### config.mk
export PLATFORM = sky130hd
export DESIGN_NAME = execute_wb_arbiter
export DESIGN_NICKNAME = d
export VERILOG_FILES = /design/src/rtl/uarch_pkg.sv /design/src/rtl/wb_fifo.sv /design/src/rtl/execute_wb_arbiter.sv
export SDC_FILE = /design/constraint.sdc
export NUM_CORES = 1
export LEC_CHECK = 0
export ABC_AREA = 1
export CAP_MARGIN = 30
export CELL_PAD_IN_SITES_DETAIL_PLACEMENT = 0
export CELL_PAD_IN_SITES_GLOBAL_PLACEMENT = 1
export CORE_MARGIN = 3
export CORE_UTILIZATION = 45
export CTS_CLUSTER_DIAMETER = 120
export DETAILED_ROUTE_END_ITERATION = 10
export PLACE_DENSITY_LB_ADDON = 0.1
export SLEW_MARGIN = 20
export SYNTH_ARGS = -nofsm -noshare
export SYNTH_HDL_FRONTEND = slang
export SYNTH_SLANG_ARGS = --single-unit
### constraint.sdc
create_clock -name clk -period 12.2 [get_ports clk]
set_clock_uncertainty 0.15 [all_clocks]
set_input_delay 3.05 -clock clk [delete_from_list [all_inputs] [get_ports clk]]
set_output_delay 3.05 -clock clk [all_outputs]
set_load 0.01 [all_outputs]
### src/rtl/uarch_pkg.sv
// Shared micro-architecture types and defaults for the execute/writeback path.
// Latency: n/a (types and constants only).
// Backpressure: n/a.
package uarch_pkg;

  localparam int NUM_FU_DEFAULT  = 4;
  localparam int NUM_CDB_DEFAULT = 2;
  localparam int ROB_TAG_W       = 6;
  localparam int XLEN            = 32;

  typedef struct packed {
    logic [ROB_TAG_W-1:0] rob_tag;
    logic [XLEN-1:0]      data;
  } writeback_packet_t;

  // Index width that stays legal (>= 1 bit) for a single-entry range.
  function automatic int idx_w(input int n);
    return (n > 1) ? $clog2(n) : 1;
  endfunction

endpackage

### src/rtl/wb_fifo.sv
// Per-FU in-order result FIFO with synchronous squash.
// Latency: one cycle enqueue-to-head; no empty bypass.
// Backpressure: rdy from registered count only; a full FIFO never accepts.
module wb_fifo
  import uarch_pkg::*;
#(
  parameter int  DEPTH = 2,
  parameter type T     = writeback_packet_t
) (
  input  logic clk,
  input  logic rst,
  input  logic flush,
  input  logic push,
  input  T     push_pkt,
  input  logic pop,
  output T     head_pkt,
  output logic head_vld,
  output logic rdy
);

  localparam int PW = idx_w(DEPTH);
  localparam int CW = $clog2(DEPTH + 1);

  T              mem_q [DEPTH];
  logic [PW-1:0] wr_q, wr_d, rd_q, rd_d;
  logic [CW-1:0] cnt_q, cnt_d;
  logic          do_push, do_pop;

  // Pointers wrap explicitly at DEPTH so non-power-of-two depths work.
  function automatic logic [PW-1:0] wrap_inc(input logic [PW-1:0] p);
    return (p == PW'(DEPTH - 1)) ? '0 : p + PW'(1);
  endfunction

  // rdy is forced low while reset is held so nothing is accepted then.
  assign rdy      = rst && (cnt_q < CW'(DEPTH));
  assign head_vld = (cnt_q != '0);
  assign head_pkt = mem_q[rd_q];
  assign do_push  = push && rdy && !flush;
  assign do_pop   = pop && head_vld && !flush;

  // Next-state for pointers and occupancy; flush empties everything.
  always_comb begin
    wr_d  = wr_q;
    rd_d  = rd_q;
    cnt_d = cnt_q;
    if (flush) begin
      wr_d  = '0;
      rd_d  = '0;
      cnt_d = '0;
    end else begin
      if (do_push) wr_d = wrap_inc(wr_q);
      if (do_pop)  rd_d = wrap_inc(rd_q);
      case ({do_push, do_pop})
        2'b10:   cnt_d = cnt_q + CW'(1);
        2'b01:   cnt_d = cnt_q - CW'(1);
        default: cnt_d = cnt_q;
      endcase
    end
  end

  // Control state with asynchronous clear.
  always_ff @(posedge clk or negedge rst) begin
    if (!rst) begin
      wr_q  <= '0;
      rd_q  <= '0;
      cnt_q <= '0;
    end else begin
      wr_q  <= wr_d;
      rd_q  <= rd_d;
      cnt_q <= cnt_d;
    end
  end

  // Payload storage needs no reset; occupancy decides what is valid.
  always_ff @(posedge clk) begin
    if (do_push) mem_q[wr_q] <= push_pkt;
  end

endmodule

### src/rtl/execute_wb_arbiter.sv
// Buffers FU results and round-robin grants up to NUM_CDB heads per cycle onto the CDB.
// Latency: result visible on the CDB one cycle after enqueue; CDB outputs are combinational.
// Backpressure: fu_rdy drops when an FU's buffer is full; granted heads dequeue same cycle.
module execute_wb_arbiter
  import uarch_pkg::*;
#(
  parameter  int NUM_FU    = NUM_FU_DEFAULT,
  parameter  int NUM_CDB   = NUM_CDB_DEFAULT,
  parameter  int BUF_DEPTH = 2,
  localparam int SW        = idx_w(NUM_FU)
) (
  input  logic                              clk,
  input  logic                              rst,
  input  logic                              flush,
  input  logic              [NUM_FU-1:0]    fu_val,
  input  writeback_packet_t [NUM_FU-1:0]    fu_pkt,
  output logic              [NUM_FU-1:0]    fu_rdy,
  output logic              [NUM_CDB-1:0]   cdb_val,
  output writeback_packet_t [NUM_CDB-1:0]   cdb_pkt,
  output logic [NUM_CDB-1:0][SW-1:0]        cdb_src
);

  logic              [NUM_FU-1:0] head_vld;
  logic              [NUM_FU-1:0] grant;
  writeback_packet_t [NUM_FU-1:0] head_pkt;
  logic              [SW-1:0]     rr_q, rr_d;

  for (genvar i = 0; i < NUM_FU; i++) begin : g_fu
    wb_fifo #(
      .DEPTH (BUF_DEPTH),
      .T     (writeback_packet_t)
    ) u_fifo (
      .clk      (clk),
      .rst      (rst),
      .flush    (flush),
      .push     (fu_val[i]),
      .push_pkt (fu_pkt[i]),
      .pop      (grant[i]),
      .head_pkt (head_pkt[i]),
      .head_vld (head_vld[i]),
      .rdy      (fu_rdy[i])
    );
  end

  // Scan from rr_q upward, handing non-empty heads to ports 0..NUM_CDB-1 in scan order.
  always_comb begin
    int            slot;
    int            sum;
    logic [SW-1:0] idx;
    grant   = '0;
    cdb_val = '0;
    cdb_pkt = '0;
    cdb_src = '0;
    rr_d    = rr_q;
    slot    = 0;
    sum     = 0;
    idx     = '0;
    if (flush) begin
      rr_d = '0;
    end else begin
      for (int k = 0; k < NUM_FU; k++) begin
        sum = int'(rr_q) + k;
        if (sum >= NUM_FU) sum = sum - NUM_FU;
        idx = SW'(sum);
        if (head_vld[idx] && (slot < NUM_CDB)) begin
          grant[idx] = 1'b1;
          for (int j = 0; j < NUM_CDB; j++) begin
            if (slot == j) begin
              cdb_val[j] = 1'b1;
              cdb_pkt[j] = head_pkt[idx];
              cdb_src[j] = idx;
            end
          end
          slot = slot + 1;
          rr_d = (sum == NUM_FU - 1) ? '0 : SW'(sum + 1);
        end
      end
    end
  end

  // Round-robin pointer; holds when nothing is granted.
  always_ff @(posedge clk or negedge rst) begin
    if (!rst) rr_q <= '0;
    else      rr_q <= rr_d;
  end

endmodule

---- After elaboration in Yosys (flattened, before gate mapping) ----
Memories as Yosys holds them, arrays and structs flattened.
Cells that the tools add are included.
operators by class
  add/subtract/negate cells ............... 29
  order comparisons ....................... 19
  equal/unequal tests ..................... 15
  mux-type cells .......................... 128
  bitwise gates (word level) .............. 3
  reductions and logical operators ........ 48
operators by type and width
  operator                                                               number
  38-bit 2-to-1 mux                                                      11
  32-bit 2-to-1 mux                                                      13
  38-bit binary-select mux with 2-bit select                             4
  76-bit 2-to-1 mux                                                      4
  32-bit by 3-bit == test with 1-bit output, second input constant       4
  32-bit by 2-bit == test with 1-bit output, second input constant       3
  32-bit zero test                                                       3
  32-bit by 3-bit < comparator with 1-bit output, second input constant  3
  32-bit by 2-bit adder with 32-bit output, second input constant        2
  1-bit 2-to-1 mux                                                       48
  2-bit 2-to-1 mux                                                       24
  4-bit 2-to-1 mux                                                       12
  1-bit logical AND                                                      27
  2-bit nonzero test                                                     12
  2-bit one-hot mux with 2 select lines                                  4
  2-bit by 3-bit < comparator with 1-bit output, second input constant   4
  4-bit OR                                                               3
  3-bit nonzero test                                                     4
  3-bit by 3-bit subtractor with 4-bit output, second input constant     3
  3-bit >= comparator, second input constant                             3
  1-bit adder, second input constant                                     8
  2-bit by 1-bit adder with 2-bit output, second input constant          4
  2-bit adder, second input constant                                     4
  1-bit binary-select mux with 2-bit select                              4
  12 further kinds                                                       31
storage, ports and cells
  register bits ........................... 18
  RAM bits ................................ 304
  memories ................................ 4
memory list
  memory                words  width  rd ports  clocked after memory_dff  wr ports  RTL line       text
  g_fu[0].u_fifo.mem_q  2      38     1         0                         1         wb_fifo.sv:24  T mem_q [DEPTH];
  g_fu[1].u_fifo.mem_q  2      38     1         0                         1         wb_fifo.sv:24
  g_fu[2].u_fifo.mem_q  2      38     1         0                         1         wb_fifo.sv:24
  g_fu[3].u_fifo.mem_q  2      38     1         0                         1         wb_fifo.sv:24

---- Longest topological paths before layout ----
Gate-level depths: netlist of run 1.
  word-level depth ........................ 24
  gate-level depth with buffers ........... 20
  depth with buffers taken out ............ 18

---- Cells and area by module ----
From an unflattened synthesis of run 1, not the netlist that was laid out.
second synthesis, totals
  cells, all modules ...................... 2799
  area, all modules ....................... 20215.6 um^2
modules (own cells, without submodules)
  module              times used  cells an instance  area each (um^2)  seq. area each (um^2)
  wb_fifo             4           240                3024.2            2382.3
  execute_wb_arbiter  1           1839               8119.0            50.0

---- Worst setup path after synthesis of run 1 ----
Ideal clock, no wire load.
  path kind ............................... input to output
  start point ............................. in flush
  end point ............................... out cdb_src[2] (netlist bit)
  arrival time ............................ 4211 ps
  path slack .............................. 4789 ps
  cell stages on the path ................. 6
  cell sequence ........................... clkbuf_1 inv_1 clkbuf_1 clkbuf_1 o21ai_1 a21oi_1
RTL lines
  item         RTL line                  text
  from (decl)  execute_wb_arbiter.sv:14  input logic flush,
  to (decl)    execute_wb_arbiter.sv:20  output logic [NUM_CDB-1:0][SW-1:0] cdb_src

==> results of run 1 <==
-- area by class of cell --
cell class	count	area, um2	area share, %
inverter	86	332	1.50
multi-input combinational	1639	7650	34.6
sequential	322	9590	43.4
tap	525	657	2.97
clock buffer	43	937	4.24
timing repair buffer	274	2760	12.5
clock inverter	19	173	0.782
-- registers in the layout, indices dropped and copies added, names as in the netlist --
name,count
g_fu.u_fifo.cnt_q,8
g_fu.u_fifo.mem_q,304
g_fu.u_fifo.rd_q,4
g_fu.u_fifo.wr_q,4
rr_q,2
-- power by group --
part	switching, uW	internal, uW	total [uW]
Sequential	34.5	1280	1310
Combinational	2730	1470	4200
Clock	445	594	1040
Total	3210	3340	6550
-- kinds of logic (layout without fill, tap and decap cells) --
| family | count (synthesis) | after routing | synth area share [%] |
|---|---|---|---|
| AND/OR/NAND/NOR | 1149 | 1149 | 26.9 |
| AO/OA/AOI/OAI | 478 | 478 | 13.8 |
| flip-flops | 322 | 322 | 52.4 |
| buffers and inverters | 241 | 422 | 6.04 |
| adder cells (fa/ha/maj) | 12 | 12 | 0.822 |
-- worst min-delay path by stage --
| stage | slack, ns | from | to |
|---|---|---|---|
| after floorplan | 0.33 | g_fu[0].u_fifo.wr_q$_DFFE_PN0P_ | g_fu[0].u_fifo.wr_q$_DFFE_PN0P_ |
| after global placement | 0.40 | g_fu[1].u_fifo.wr_q$_DFFE_PN0P_ | g_fu[1].u_fifo.wr_q$_DFFE_PN0P_ |
| after detailed placement | 0.42 | g_fu[1].u_fifo.wr_q$_DFFE_PN0P_ | g_fu[1].u_fifo.wr_q$_DFFE_PN0P_ |
| after CTS | 0.43 | g_fu[1].u_fifo.wr_q$_DFFE_PN0P_ | g_fu[1].u_fifo.wr_q$_DFFE_PN0P_ |
| after global routing | 0.48 | g_fu[1].u_fifo.wr_q$_DFFE_PN0P_ | g_fu[1].u_fifo.wr_q$_DFFE_PN0P_ |
| final | 0.42 | g_fu[1].u_fifo.wr_q$_DFFE_PN0P_ | g_fu[1].u_fifo.wr_q$_DFFE_PN0P_ |
-- Yosys cell counts (21+ instances only) --
| library cell | instances | area [um2] |
|---|---|---|
| or2_2 | 40 | 250 |
| nand3_1 | 121 | 606 |
| a21oi_1 | 30 | 150 |
| clkbuf_1 | 64 | 240 |
| o21ai_1 | 94 | 470 |
| o22ai_1 | 21 | 131 |
| inv_1 | 75 | 282 |
| buf_2 | 42 | 210 |
| edfxtp_1 | 304 | 9130 |
| a31oi_1 | 80 | 500 |
| nand2_1 | 797 | 2990 |
| o21ai_0 | 251 | 1260 |
| and2_1 | 48 | 300 |
| nor2_1 | 82 | 308 |
-- stage by stage --
| stage | power [uW] | cells | hold WS (ns) | cell area, um2 |
|---|---|---|---|---|
| after floorplan | 3880 | 2202 | 0.330 | 18300 |
| after global placement | 5400 | 2841 | 0.404 | 20900 |
| after detailed placement | 5450 | 2842 | 0.421 | 20900 |
| after CTS | 6500 | 2904 | 0.427 | 22000 |
| after global routing | 6980 | 2908 | 0.475 | 22100 |
| final | 6550 | 2908 | 0.424 | 22100 |
-- cells in the final DEF (no fill, tap or decap), types with 3 or more instances in the layout --
cell type	count
o21ai_0	251
clkinv_1	6
inv_6	3
and2_0	10
dfrtp_1	15
clkbuf_1	6
ha_1	11
or2_0	7
o22ai_1	21
inv_2	9
a31oi_1	80
nor2_4	13
clkinv_4	3
clkinv_2	4
nor2_1	74
inv_1	74
nor3_1	6
clkbuf_16	36
nand3_1	121
or2_2	40
clkdlybuf4s50_1	244
nand4_1	10
buf_16	4
nand2_4	5
buf_4	25
nand2_1	797
edfxtp_1	304
a21oi_1	30
nand2_2	13
o21ai_1	94
and2_1	48
-- metal layers --
| layer | global-route usage, % | up-vias |
|---|---|---|
| met1 | 36.2 | 7687 |
| met2 | 50.3 | 527 |
| met4 | 11.1 | 2 |
| met5 | 0 | - |
| li1 | - | 7800 |
| met3 | 3.07 | 109 |
-- worst reg2reg max path: stages, from the launching register on --
cell     delay (ns)
dfrtp_4        0.51
inv_4          0.64
ha_2           0.35
buf_4          0.71
nand3_1        0.32
o21ai_2        0.28
ha_1           0.22
inv_1          0.07
nand2_2        0.12
nor2_8         0.07
nand2_4        0.09
nand3_1        0.07
nand2_1        0.16
nand2_1        0.12
nand2_1        0.14
nand3_1        0.08
nand2_1        0.09
nand2_1        0.05
==> key figures, run 1 <==
Setup path
  – Worst r2r src: rr_q[0]$_DFFE_PN0P_
  – Kind of critical path: primary input to output port
  – Critical path's top delay family: buffers and inverters
  – Most Frequent Cell on Critical Path: clkdlybuf4s50_1
  – R2R cell count: 17
  – Startpoint types: primary input
  – Flop-to-flop setup slack: approximately 7.9 ns
  – Worst Setup EP: cdb_pkt[9]
  – Slowest library cell on the worst path: clkdlybuf4s50_1
  – Crit-path cells: clkdlybuf4s50_1 -> inv_2 -> buf_4 -> o21ai_0 -> a31oi_1 -> clkdlybuf4s50_1
  – Critical path launch point: flush
  – Reg2reg end: g_fu[1].u_fifo.cnt_q[0]$_DFFE_PN0P_
  – Critical Path AT: 6.20 ns
  – Worst EP required: 9.00 ns
  – Crit path buffers/inverters: 4
  – Crit path depth: 6
  – Crit path largest cell delay: just over 0.8 ns
  – Crit Path Max Fanout: 72
  – Crit end category: output port

Route
  – Vias per cell: 5.55
  – Antenna Nets Post-Route: 0
  – Drt wl/cell: 21.6 um
  – First drt pass iteration count: 7
  – Vias: 16100
  – WL met3: between 2000 and 3000 um
  – Initial drt markers: about 1300
  – Total Wirelength: between 60000 and 70000 um
  – DRT met1 WL: between 20000 and 30000 um
  – DRC viols: 0
  – Top routing layer in use: met5
  – DR WL met2: around 32000 um

Global routing
  – Vias in the first global route: 15400
  – Initial antenna violation count: 2
  – Largest net degree at the start of global routing: 99
  – Grt total ovfl: 0
  – Total GRT Usage: 28.5%
  – Global-route wire length before repair: 94100 um

Clock tree
  – Clk sink count: 322
  – CTS H-Tree Depth: 2
  – Number of buffers created by CTS: 36
  – Post-CTS Setup Inserts: 0
  – CTS tree: done
  – Root buffer cell: clkbuf_16
  – Cts hold-fix bufs: 0
  – Clk buf depth: 3
  – Insertion delay to the later sink of the worst-skew pair: 0.54 ns
  – Clock Pin Slew Worst Setup and Hold Paths: 0.06 ns
  – Resized cells post-CTS: 0

STA
  – Unrepaired setup endpoints after global routing: no
  – Tcrit/Tclk final: about 77%
  – Max Fclk: 106 MHz
  – Setup ws final: 2.80 ns
  – Worst Tran Pin Value: between 0.9 and 1 ns
  – Slew headroom: 34.7%
  – Final Hold Viols: 0
  – Tmin final: ~9.4 ns
  – Final setup viols: 0
  – Final TNS setup: 0 ns
  – Slew Limit Fails: 0

Die
  – Die footprint: 43000 um2
  – Die H: 207 um
  – I/O Pins: between 200 and 250
  – Floorplan row count: 73
  – Die Span X: a little over 200 um
  – Initial Utilization: 45.8%
  – Area of the core: 39900 um2

Layout
  – Share of cells above drive strength 1: just over 7%
  – Number of diodes: 0
  – Nets: between 2000 and 3000
  – Core Util, Final: 55.3%
  – Area growth, synth to finish: 20.9%
  – Fillers: 3633

Worst hold path
  – Hold Crit Class: flip-flop to flip-flop
  – Hold Path Cell Cnt: 1

Synth
  – Synth Instances: 2202
  – Share of synthesized registers carrying an async set or reset: 5.59%
  – Synth Warn #: 0
  – Synthesized area: 18300 um2
  – Predominant post-synthesis flop cell: edfxtp_1
  – Avg Synthesized Cell Area: 8.29 um2
  – Total nets after synthesis: around 2400
  – FF+latch count, synth: 322
  – Sequential area share after synthesis: 52.4%
  – Post-synth EDFFs: 304
  – Synth cell types: 36

Placed design
  – Port Buf Inserts: roughly 240
  – Post-Place Setup Slack: roughly 2.8 ns
  – Gpl congestion: 0.884
  – Hpwl dp: 43200 um

Power
  – Peak VDD IR: 0.279 mV
  – Pwr Density: 297 nW/um2
  – Leakage power: 0.00845 uW

Run status
  – Run status: complete, no violations

Flow run
  – Maximum capacitance violations: 0
No activity file was read; power rests on OpenSTA's default activity.
==> run 2: changes to the inputs <==
--- a/config.mk
+++ b/config.mk
@@ -10,7 +10,7 @@
 export CELL_PAD_IN_SITES_DETAIL_PLACEMENT = 0
 export CELL_PAD_IN_SITES_GLOBAL_PLACEMENT = 1
 export CORE_MARGIN = 3
-export CORE_UTILIZATION = 45
+export CORE_UTILIZATION = 42
 export CTS_CLUSTER_DIAMETER = 120
 export DETAILED_ROUTE_END_ITERATION = 10
 export PLACE_DENSITY_LB_ADDON = 0.1
==> constraint.sdc (replaced) <==
create_clock -name clk -period 9.4 [get_ports clk]
set_clock_uncertainty 0.15 [all_clocks]
set_input_delay 2.35 -clock clk [delete_from_list [all_inputs] [get_ports clk]]
set_output_delay 2.35 -clock clk [all_outputs]
set_load 0.01 [all_outputs]
==> run 2 against run 1 <==
Compared with the run above: non-clock buffer count increased by 2; clock power increased by 44%; core utilization decreased by 2.8 points; critical path depth unchanged; highest routed layer unchanged; largest power group unchanged; first-iteration DRC count increased by 1.4%; wire length increased by 0.96%; sequential share of layout area decreased by 0.36 points; register-to-register slack got worse by 2.2 ns; count of clock-buffer cells in the layout increased by 1; worst setup slack got worse by 1.0 ns; combinational power increased by 28%; total power increased by 31%.
==> key figures, run 2 (same netlist as run 1, synthesis figures left out) <==
STA
  – Final setup viols: 0
  – Unrepaired setup endpoints after global routing: no
  – Slew Limit Fails: 0
  – Worst Tran Pin Value: 0.993 ns
  – Slew headroom: 33.7%
  – Tcrit/Tclk final: 81.1%
  – Final TNS setup: 0 ns
  – Final Hold Viols: 0
  – Tmin final: 7.63 ns
  – Max Fclk: 131 MHz

Power
  – Comb pwr share: 62.6%
  – Internal Power: 4450 uW
  – Seq pwr share: 19.8%
  – Clock power share: 17.5%
  – Pwr Density: 385 nW/um2
  – Switching share of power: 48.1%
  – Total power: between 8000 and 9000 uW
  – Leakage power: roughly 0.0085 uW
  – Net switching power: 4130 uW
  – Peak VDD IR: 0.290 mV

Route
  – Antenna Nets Post-Route: 0
  – First drt pass iteration count: 5
  – Total Wirelength: 63400 um
  – Vias: 16300
  – Vias per cell: roughly 5.5
  – Initial drt markers: approximately 1300
  – Drt wl/cell: 21.3 um
  – DRC viols: 0

Placed design
  – Gpl congestion: 0.906
  – Port Buf Inserts: between 200 and 250
  – Hpwl dp: ~43000 um

Setup path
  – Crit path largest cell delay: 0.78 ns
  – Startpoint types: primary input
  – Kind of critical path: primary input to output port
  – Slowest library cell on the worst path: clkdlybuf4s50_1
  – Most Frequent Cell on Critical Path: clkdlybuf4s50_1
  – Worst EP required: 6.90 ns
  – Crit-path cells: clkdlybuf4s50_1 -> inv_2 -> buf_12 -> o21ai_0 -> a31oi_1 -> clkdlybuf4s50_1
  – Crit Path Max Fanout: 68
  – Critical Path AT: 5.13 ns
  – Crit end category: output port

Die
  – Die footprint: 46000 um2
  – Floorplan row count: 75
  – Die H: 215 um
  – Initial Utilization: between 40 and 50%
  – Die Span X: 215 um
  – Area of the core: 42400 um2
  – I/O Pins: 245

Layout
  – Share of cells above drive strength 1: between 7 and 8%
  – Reg with most FFs: g_fu.u_fifo.mem_q
  – Nets: 2532
  – Max reg flops: 304
  – Most common cell after layout, fill and taps aside: nand2_1
  – Area growth, synth to finish: 21.9%
  – Biggest regs: g_fu.u_fifo.mem_q (304), g_fu.u_fifo.cnt_q (8)
  – Most frequent cells in the layout: nand2_1 (797), edfxtp_1 (304), o21ai_0 (251)

Global routing
  – Largest net degree at the start of global routing: 83
  – Initial antenna violation count: 18
  – Vias in the first global route: 15400
  – Global-route wire length before repair: 94100 um
  – Total GRT Usage: a little over a quarter
  – Grt total ovfl: 0

Clock tree
  – Resized cells post-CTS: 0
  – Insertion delay to the later sink of the worst-skew pair: around 0.54 ns
  – Cts hold-fix bufs: 0
  – Clk buf depth: 3
  – CTS H-Tree Depth: 2
  – CTS tree: done
  – Number of buffers created by CTS: 36
  – Root buffer cell: clkbuf_16
  – Clock Pin Slew Worst Setup and Hold Paths: 0.06 ns
  – Clk sink count: 322
  – Post-CTS Setup Inserts: 0

Flow run
  – Maximum capacitance violations: 0

Run status
  – Run status: complete, no violations

Worst hold path
  – Hold Crit Class: flip-flop to flip-flop
run 2: cell count changes in the layout (fill, tap and decap cells not counted), moves of 2 or more:
cell,before,now
buf_12,0,3
buf_4,25,29
diode_2,0,10
bufinv_16,2,7
buf_16,4,0
clkinv_4,3,1
clkinv_2,4,7
run 2: worst paths after layout:
check                                                start                             endpoint  slack [ns]  depth (start not counted)
min reg2reg                g_fu[1].u_fifo.wr_q$_DFFE_PN0P_      g_fu[1].u_fifo.wr_q$_DFFE_PN0P_        0.43                          1
min                        g_fu[1].u_fifo.wr_q$_DFFE_PN0P_      g_fu[1].u_fifo.wr_q$_DFFE_PN0P_        0.43                          1
max                                                  flush                           cdb_pkt[9]        1.77                          6
max in group asynchronous                              rst                  rr_q[0]$_DFFE_PN0P_        6.81                          2
min in group asynchronous                              rst      g_fu[1].u_fifo.wr_q$_DFFE_PN0P_        2.04                          2
max reg2reg                            rr_q[0]$_DFFE_PN0P_  g_fu[0].u_fifo.cnt_q[0]$_DFFE_PN0P_        5.63                         12
run 2: stage by stage:
step	std cells	worst slack, ns	area, um2	util (%)	hold slack (ns)
2_1_floorplan	2202	3.39	18300	-	0.330
6_report	2976	1.77	22300	52.5	0.427
5_1_grt	2970	1.54	22300	52.5	0.446
3_3_place_gp	2898	1.88	21000	49.4	0.407
3_5_place_dp	2898	1.81	21000	49.4	0.419
4_1_cts	2964	1.55	22200	52.4	0.428
run 2: worst max-delay path, delay by kind of cell:
family / cells / cell delay, ns
buffers and inverters: 4 / 2.41
AOI/OAI and AO/OA: 2 / 0.32
run 2: layout make-up:
class | instances | area (um2)
Antenna cell | 10 | 25.0
Clock buffer | 44 | 952
Clock inverter | 22 | 293
Fill cell | 3912 | 20100
Inverter | 86 | 332
Multi-Input combinational cell | 1639 | 7640
Sequential cell | 322 | 9580
Tap cell | 577 | 722
Timing Repair Buffer | 276 | 2720
run 2: power by group through the flow:
stage / Combinational, uW / Clock (uW) / Sequential (uW)
finish: 5370 / 1500 / 1700
global route: 5850 / 1590 / 1710
CTS: 5340 / 1530 / 1700
detailed placement: 5330 / 0 / 1730
global placement: 5290 / 0 / 1730
floorplan: 3310 / 0 / 1720
run 2: routing by layer:
layer,share of wire (%),up-vias,wire (um),track usage [%]
met5,0.12,-,79,0
met4,4.7,12,2970,12.8
met3,6.7,142,4230,5.36
met2,50,577,31500,46.3
met1,39,7715,24700,32.0
li1,-,7817,-,-
